[config.mk]
export PLATFORM = sky130hd
export DESIGN_NAME = partition_axis_bridge_flat
export DESIGN_NICKNAME = d
export VERILOG_FILES = /design/src/rtl/partition_axis_bridge_if.sv /design/src/rtl/partition_axis_bridge.sv /design/src/flat_wrapper.sv
export SDC_FILE = /design/constraint.sdc
export NUM_CORES = 1
export LEC_CHECK = 0
export CAP_MARGIN = 20
export CORE_ASPECT_RATIO = 1.75
export CORE_MARGIN = 2
export CORE_UTILIZATION = 44
export DETAILED_ROUTE_END_ITERATION = 10
export HOLD_SLACK_MARGIN = 0.03
export PLACE_DENSITY = 0.82
export SETUP_SLACK_MARGIN = 0.2
export SYNTH_ARGS = -nofsm -noshare
export SYNTH_HDL_FRONTEND = slang
export SYNTH_SLANG_ARGS = --single-unit
[constraint.sdc]
create_clock -name clk -period 2.9 [get_ports clk]
set_clock_uncertainty 0.2 [all_clocks]
set_input_delay 0.435 -clock clk [delete_from_list [all_inputs] [get_ports clk]]
set_output_delay 0.435 -clock clk [all_outputs]
set_load 0.1 [all_outputs]
[src/rtl/partition_axis_bridge_if.sv]
// partition_axis_bridge_if: stream channel carrying BYTES bytes per beat, with master/slave views
interface partition_axis_bridge_if #(
    parameter int BYTES = 1
);
    logic [8*BYTES-1:0] tdata;
    logic [BYTES-1:0]   tkeep;
    logic               tvalid;
    logic               tready;
    logic               tlast;
    modport master (output tdata, tkeep, tvalid, tlast, input tready);
    modport slave  (input tdata, tkeep, tvalid, tlast, output tready);
endinterface

[src/rtl/partition_axis_bridge.sv]
// partition_axis_bridge: packs payload bytes LSB-first into words and unpacks result words into bytes
// Define PARTITION_BRIDGE_STATS_EN to build the rx/tx frame counters; otherwise they read 0.
module partition_axis_bridge #(
    parameter int WORD_BYTES = 4
) (
    input  logic                    clk,
    input  logic                    reset_n,
    partition_axis_bridge_if.slave  s_byte,
    partition_axis_bridge_if.master m_word,
    partition_axis_bridge_if.slave  s_word,
    partition_axis_bridge_if.master m_byte,
    output logic                    status_drop,
    output logic [15:0]             rx_frame_count,
    output logic [15:0]             tx_frame_count
);
    localparam int DW = 8 * WORD_BYTES;
    localparam int KW = $clog2(WORD_BYTES);
    localparam logic [KW-1:0] K_LAST = KW'(WORD_BYTES - 1);

    logic [DW-1:0]         acc, acc_merged, out_data;
    logic [WORD_BYTES-1:0] acc_keep, close_keep, out_keep;
    logic [KW-1:0]         k;
    logic                  acc_full, acc_last, out_valid, out_last;
    logic                  byte_hs, close, drain, out_free;

    assign byte_hs    = s_byte.tvalid & s_byte.tready;
    assign close      = byte_hs & ((k == K_LAST) | s_byte.tlast);
    assign drain      = out_valid & m_word.tready;
    assign out_free   = !out_valid | drain;
    // acc only ever holds bytes below k, so OR-ing in the new byte keeps unused bytes zero
    assign acc_merged = acc | (DW'(s_byte.tdata) << (8 * k));
    assign close_keep = WORD_BYTES'((32'd1 << (32'(k) + 32'd1)) - 32'd1);

    assign s_byte.tready = !acc_full;
    assign m_word.tdata  = out_data;
    assign m_word.tkeep  = out_keep;
    assign m_word.tvalid = out_valid;
    assign m_word.tlast  = out_last;

    always_ff @(posedge clk or negedge reset_n) begin
        if (!reset_n) begin
            acc       <= '0;
            acc_keep  <= '0;
            acc_last  <= 1'b0;
            acc_full  <= 1'b0;
            k         <= '0;
            out_data  <= '0;
            out_keep  <= '0;
            out_last  <= 1'b0;
            out_valid <= 1'b0;
        end else if (acc_full && out_free) begin
            out_data  <= acc;
            out_keep  <= acc_keep;
            out_last  <= acc_last;
            out_valid <= 1'b1;
            acc       <= '0;
            acc_full  <= 1'b0;
        end else if (close && out_free) begin
            out_data  <= acc_merged;
            out_keep  <= close_keep;
            out_last  <= s_byte.tlast;
            out_valid <= 1'b1;
            acc       <= '0;
            k         <= '0;
        end else begin
            if (drain) out_valid <= 1'b0;
            if (close) begin
                acc      <= acc_merged;
                acc_keep <= close_keep;
                acc_last <= s_byte.tlast;
                acc_full <= 1'b1;
                k        <= '0;
            end else if (byte_hs) begin
                acc <= acc_merged;
                k   <= k + 1'b1;
            end
        end
    end

    typedef enum logic {IDLE, SEND} state_t;
    state_t                state;
    logic [DW-1:0]         w_data;
    logic [WORD_BYTES-1:0] w_keep, keep_sh;
    logic [KW-1:0]         idx;
    logic                  w_last, last_byte, word_hs, bout_hs;

    // bit 1 of the shifted keep is the next byte; it is 0 past the top byte as well
    assign keep_sh       = w_keep >> idx;
    assign last_byte     = !keep_sh[1];
    assign bout_hs       = m_byte.tvalid & m_byte.tready;
    assign s_word.tready = (state == IDLE) | (bout_hs & last_byte);
    assign word_hs       = s_word.tvalid & s_word.tready;
    assign m_byte.tvalid = state == SEND;
    assign m_byte.tdata  = w_data[8*idx +: 8];
    assign m_byte.tkeep  = 1'b1;
    assign m_byte.tlast  = last_byte & w_last;

    always_ff @(posedge clk or negedge reset_n) begin
        if (!reset_n) begin
            state       <= IDLE;
            idx         <= '0;
            w_data      <= '0;
            w_keep      <= '0;
            w_last      <= 1'b0;
            status_drop <= 1'b0;
        end else begin
            status_drop <= word_hs & ~|s_word.tkeep;
            if (word_hs && |s_word.tkeep) begin
                state  <= SEND;
                idx    <= '0;
                w_data <= s_word.tdata;
                w_keep <= s_word.tkeep;
                w_last <= s_word.tlast;
            end else if (bout_hs) begin
                if (last_byte) state <= IDLE;
                else idx <= idx + 1'b1;
            end
        end
    end

`ifdef PARTITION_BRIDGE_STATS_EN
    always_ff @(posedge clk or negedge reset_n) begin
        if (!reset_n) begin
            rx_frame_count <= '0;
            tx_frame_count <= '0;
        end else begin
            if (drain && out_last) rx_frame_count <= rx_frame_count + 16'd1;
            if (bout_hs && m_byte.tlast) tx_frame_count <= tx_frame_count + 16'd1;
        end
    end
`else
    assign rx_frame_count = '0;
    assign tx_frame_count = '0;
`endif
endmodule

[src/flat_wrapper.sv]
// flat-port wrapper written by rule: the top's interface ports become plain ports
module partition_axis_bridge_flat 
#(
    parameter int WORD_BYTES = 4
)
  (clk, reset_n, status_drop, rx_frame_count, tx_frame_count, s_byte_tdata, s_byte_tkeep, s_byte_tvalid, s_byte_tlast, s_byte_tready, m_word_tdata, m_word_tkeep, m_word_tvalid, m_word_tlast, m_word_tready, s_word_tdata, s_word_tkeep, s_word_tvalid, s_word_tlast, s_word_tready, m_byte_tdata, m_byte_tkeep, m_byte_tvalid, m_byte_tlast, m_byte_tready);
  partition_axis_bridge_if #(.BYTES(1)) s_byte_i ();
  partition_axis_bridge_if #(.BYTES((4))) m_word_i ();
  partition_axis_bridge_if #(.BYTES((4))) s_word_i ();
  partition_axis_bridge_if #(.BYTES(1)) m_byte_i ();
  input  logic clk;
  input  logic reset_n;
  output logic status_drop;
  output logic [15:0] rx_frame_count;
  output logic [15:0] tx_frame_count;
  input wire logic [$bits(s_byte_i.tdata)-1:0] s_byte_tdata;
  input wire logic [$bits(s_byte_i.tkeep)-1:0] s_byte_tkeep;
  input wire logic [$bits(s_byte_i.tvalid)-1:0] s_byte_tvalid;
  input wire logic [$bits(s_byte_i.tlast)-1:0] s_byte_tlast;
  output wire logic [$bits(s_byte_i.tready)-1:0] s_byte_tready;
  output wire logic [$bits(m_word_i.tdata)-1:0] m_word_tdata;
  output wire logic [$bits(m_word_i.tkeep)-1:0] m_word_tkeep;
  output wire logic [$bits(m_word_i.tvalid)-1:0] m_word_tvalid;
  output wire logic [$bits(m_word_i.tlast)-1:0] m_word_tlast;
  input wire logic [$bits(m_word_i.tready)-1:0] m_word_tready;
  input wire logic [$bits(s_word_i.tdata)-1:0] s_word_tdata;
  input wire logic [$bits(s_word_i.tkeep)-1:0] s_word_tkeep;
  input wire logic [$bits(s_word_i.tvalid)-1:0] s_word_tvalid;
  input wire logic [$bits(s_word_i.tlast)-1:0] s_word_tlast;
  output wire logic [$bits(s_word_i.tready)-1:0] s_word_tready;
  output wire logic [$bits(m_byte_i.tdata)-1:0] m_byte_tdata;
  output wire logic [$bits(m_byte_i.tkeep)-1:0] m_byte_tkeep;
  output wire logic [$bits(m_byte_i.tvalid)-1:0] m_byte_tvalid;
  output wire logic [$bits(m_byte_i.tlast)-1:0] m_byte_tlast;
  input wire logic [$bits(m_byte_i.tready)-1:0] m_byte_tready;
  assign s_byte_i.tdata = s_byte_tdata;
  assign s_byte_i.tkeep = s_byte_tkeep;
  assign s_byte_i.tvalid = s_byte_tvalid;
  assign s_byte_i.tlast = s_byte_tlast;
  assign s_byte_tready = s_byte_i.tready;
  assign m_word_tdata = m_word_i.tdata;
  assign m_word_tkeep = m_word_i.tkeep;
  assign m_word_tvalid = m_word_i.tvalid;
  assign m_word_tlast = m_word_i.tlast;
  assign m_word_i.tready = m_word_tready;
  assign s_word_i.tdata = s_word_tdata;
  assign s_word_i.tkeep = s_word_tkeep;
  assign s_word_i.tvalid = s_word_tvalid;
  assign s_word_i.tlast = s_word_tlast;
  assign s_word_tready = s_word_i.tready;
  assign m_byte_tdata = m_byte_i.tdata;
  assign m_byte_tkeep = m_byte_i.tkeep;
  assign m_byte_tvalid = m_byte_i.tvalid;
  assign m_byte_tlast = m_byte_i.tlast;
  assign m_byte_i.tready = m_byte_tready;
  partition_axis_bridge #(.WORD_BYTES(WORD_BYTES)) u_core (.clk(clk), .reset_n(reset_n), .s_byte(s_byte_i), .m_word(m_word_i), .s_word(s_word_i), .m_byte(m_byte_i), .status_drop(status_drop), .rx_frame_count(rx_frame_count), .tx_frame_count(tx_frame_count));
endmodule
* Word level (Yosys, flattened, before mapping) *
Cells that the tools add are included.
Widths: inputs -> output; s select.

storage, ports and cells
  flip-flop bits (word level) = 119
  input bits = 53
  output and inout bits = 84

cells by class
  add/sub/neg operators = 4
  equality and inequality tests = 3
  shift-type cells = 4
  mux-type cells = 25
  bitwise gates (word level) = 15
  reduce and logical (&&, ||, !) cells = 20

operators by type and width
  operator              count
  $mux 32               6
  $or 32x32->32         1
  $shiftx 32x6->8       1
  $shl 1x32->4 const A  1
  $shl 8x5->32          1
  $mux 2                6
  $mux 1                11
  $and 1x1->1           8
  $mux 4                2
  $reduce_and 2->1      4
  $reduce_bool 2->1     4
  $reduce_bool 3->1     2
  $add 2x1->2 const B   2
  $logic_not 1->1       4
  $reduce_bool 4->1     1
  $reduce_or 4->1       1
  $shr 4x2->2           1
  $sub 4x1->4 const B   1
  $add 2x1->3 const B   1
  $logic_and 1x1->1     3
  $not 1->1             3
  $or 1x1->1            3
  $reduce_and 3->1      1
  $eq 2x2->1 const B    1
  other kinds (2)       2

* Logic depth before layout (Yosys ltp) *
  depth after elaboration = 8
  gate-level depth with buffers = 7

* Least setup slack after synthesis *
OpenSTA, ideal clock, no wires.

  path kind = register to output
  start = reg u_core.idx[0]
  end = out s_word_tready
  data arrival time = 2959 ps
  data required time = 2265 ps
  slack = -694 ps
  cell stages (with the launch flop) = 4
  cells stage by stage = dfrtp_1 -> buf_2 -> nor2_1 -> o21ai_0

on the way
  cells in the longest elaborated chain, start to end = 4

RTL lines
  item                      RTL line                      text
  start: declaration        partition_axis_bridge.sv:84   logic [KW-1:0] idx;
  start signal: assignment  partition_axis_bridge.sv:116  else idx <= idx + 1'b1;
  $shr 4x2->2               partition_axis_bridge.sv:88   assign keep_sh = w_keep >> idx;
  $logic_not 1->1           partition_axis_bridge.sv:89   assign last_byte = !keep_sh[1];
  $and 1x1->1               partition_axis_bridge.sv:91   assign s_word.tready = (state == IDLE) | (bout_hs & last_byte);
  $or 1x1->1                partition_axis_bridge.sv:91
  end: declaration          flat_wrapper.sv:30            output wire logic [$bits(s_word_i.tready)-1:0] s_word_tready;

No other way between the ends.

* Worst setup path after layout *
  start = reg u_core.idx[0]
  end = out m_byte_tdata[6]

on the way
  cells in the longest elaborated chain, start to end = 1

RTL lines
  item              RTL line                     text
  $shiftx 32x6->8   partition_axis_bridge.sv:94  assign m_byte.tdata = w_data[8*idx +: 8];
  end: declaration  flat_wrapper.sv:31           output wire logic [$bits(m_byte_i.tdata)-1:0] m_byte_tdata;

No other way between the ends.

==> flow_summary.toml <==
[run_status]
status = "complete, no violations"

[routing]
drt-initial-drc-count = 271
drt-pass1-iter-count = 4
totalWireLength_um = 11800
wire_per_inst_um = 16.4
postRouteAntennaNets = 0
vias_per_cell = 5.20
via_count = 3733
remaining_drc_errors = 0

[global_routing]
grt_pass1_vias = 3788
overflow = 0
grt_max_degree = 55
antenna_found_initial = 0
grt_pass1_wl_um = 18700
grt_util_all_layers_pct = 18.8

[cts]
cts_inserted_buffers = 17
clock_path_buffers = 2
tritoncts = "built"
cts.sinks = 118
h-tree-depth = 4
clock_latency_ns = 0.40
cts-root-buf = "clkbuf_16"
clk_pin_slew_ns = 0.05
cts_setup_buffers = 0

[synthesis]
yosys_warnings = 0
ys_seq_area_share_pct = 55.5
postSynthAreaPerCell_sq_um = 11.5
synth_area_leaders = "dfrtp_1 55%, mux2_4 8.2%, a21oi_1 6.3%"
netlist_area_sq_um = 5320
netlist_instances = 464
synth_area_leader_cell = "dfrtp_1"
yosys_most_used_dff = "dfrtp_1"
ys_async_sr_fraction_pct = 100
synth-edff-count = 0
ys_ff_latch = 118
synth_top_area_share_pct = 55.5
ys_types = 40

[place]
portBuffers = 102
place_congestion = 0.809
dp_hpwl_um = 8190
place_ws_ns = -0.0120

[sta]
final.period_utilization_pct = 87.0
fin_tns_setup_ns = 0
setup_slack_ns = 0.377
worst-slew-pin-transition_ns = 0.774
max_freq_mhz = 396
timing.slew.headroom_pct = 48.2
drv_slew = 0
hold_ws_ns = 0.273
setup_viol = 0
rsz0062_at_grt = "false"
min_period_ns = 2.52
finalHoldViolations = 0

[setup_path]
cpPeakStageDelay_ns = 0.54
cpLargestDelayFamily = "multiplexers"
worstPathRequired_ns = 2.27
worstSetupEndpointType = "output pin"
worst-path-buf-inv = 2
critPathMaxFanout = 10
critPathMostFrequentCell = "buf_4"
critPathLaunchType = "register"
cp_cell_sequence = "buf_4 -> mux4_2 -> buf_4"
critPathSlowestCell = "mux4_2"
worst-setup-path-type = "reg -> out"
crit_arrival_ns = 1.89

[cells_and_area]
fin_util_pct = 57.9
num_antenna_cells = 0
drive_gt1_share_pct = 26.3
layout_commonest_cell = "dfrtp_1"
syn_to_final_growth_pct = 29.9
nets = 625
layout_common_cells = "118 x dfrtp_1, 67 x a21oi_1, 57 x buf_4"

[power]
power_density_nw_per_um2 = 1340
leakage_nw = 3.24
finalPower_w = 0.00924
ir_drop_mv = 0.983

[worst_hold_path]
hold_class = "reg -> reg"

[die]
core_sq_um = 11900
die_h_um = 150
io_pins = 137
fp.dieW_um = 87.2
rows = 53
die_area_sq_um = 13000
start_util_pct = 44.6

[flow_run]
maxCapViolCount = 0
flip-flops by register name (all words and copies together) (netlist names):
signal	count
u_core.w_keep	3
u_core.acc	32
u_core.k	2
u_core.idx	2
u_core.status_drop	1
u_core.acc_full	1
u_core.w_data	32
u_core.m_word.tvalid	1
u_core.m_word.tdata	32
u_core.acc_last	1
u_core.m_word.tkeep	4
u_core.m_byte.tvalid	1
u_core.w_last	1
u_core.acc_keep	4
u_core.m_word.tlast	1
worst min-delay path, stage by stage, from the launching register on:
cell     delay (ns)
dfrtp_1        0.34
nand2_1        0.04
o21ai_0        0.06
final timing paths:
check | startpoint | to | slack [ns] | depth (start not counted)
setup / recovery | u_core.idx[0] | m_byte_tdata[6] | 0.38 | 3
hold / removal | u_core.m_word.tlast | u_core.m_word.tlast | 0.27 | 2
setup reg to reg | u_core.k[0] | u_core.m_word.tdata[13] | 0.51 | 6
hold reg to reg | u_core.m_word.tlast | u_core.m_word.tlast | 0.27 | 2
max in group asynchronous | reset_n | u_core.m_word.tdata[28] | 1.34 | 3
min in group asynchronous | reset_n | u_core.idx[1] | 0.42 | 2
cell families after synthesis:
logic type | synth area share, %
buffers and inverters | 8.01
xor gates and xnor gates | 0.165
and+or+nand+nor | 9.33
adders and majority gates | 0.940
other | 0.141
muxes | 14.4
AOI/OAI and AO/OA | 11.5
DFF | 55.5
report_power, final:
group / switching [W] / internal [W] / leakage, nW
logic: 0.00317 / 0.00132 / 1.44
clock network: 0.000703 / 0.00149 / 0.306
registers: 0.000355 / 0.00220 / 1.50
what timing repair did:
| action | CTS | global route |
|---|---|---|
| hold endpoints to repair | 52 | 0 |
| hold buffers | 1 | 0 |
| gates resized for setup | 0 | 0 |
through the flow:
stage | instance area, sq um | std cells
2_1_floorplan | 5440 | 495
3_3_place_gp | 6250 | 684
3_5_place_dp | 6250 | 684
4_1_cts | 6890 | 717
5_1_grt | 6910 | 718
6_report | 6910 | 718
layout make-up:
class	count	area (sq um)
Timing Repair Buffer	114	1060
Clock inverter	7	115
Fill cell	980	5020
Sequential cell	118	2950
Inverter	6	22.5
Multi-Input combinational cell	311	2080
Tap cell	137	171
Clock buffer	25	515
synthesized netlist by cell type, types with 2 or more instances:
master    number
dfrtp_1      118
a21oi_1       67
nor2_1        45
nand2_1       43
o21ai_0       37
buf_4         33
mux2_4        29
clkbuf_1      10
buf_1          9
mux2_2         9
mux4_2         8
inv_1          6
buf_2          5
mux2i_1        5
ha_1           4
nand2b_1       4
a22o_1         3
buf_12         3
conb_1         2
nand4b_1       2
nor3b_2        2
or2_2          2
layer usage:
| metal | GRT usage [%] | wire (um) | vias to the layer above |
|---|---|---|---|
| li1 | - | - | 1726 |
| met4 | 6.46 | 227 | 0 |
| met5 | 0 | 0 | - |
| met2 | 32.8 | 6210 | 174 |
| met1 | 20.5 | 4450 | 1814 |
| met3 | 7.34 | 868 | 19 |
Power figures use the tool's default switching activity.
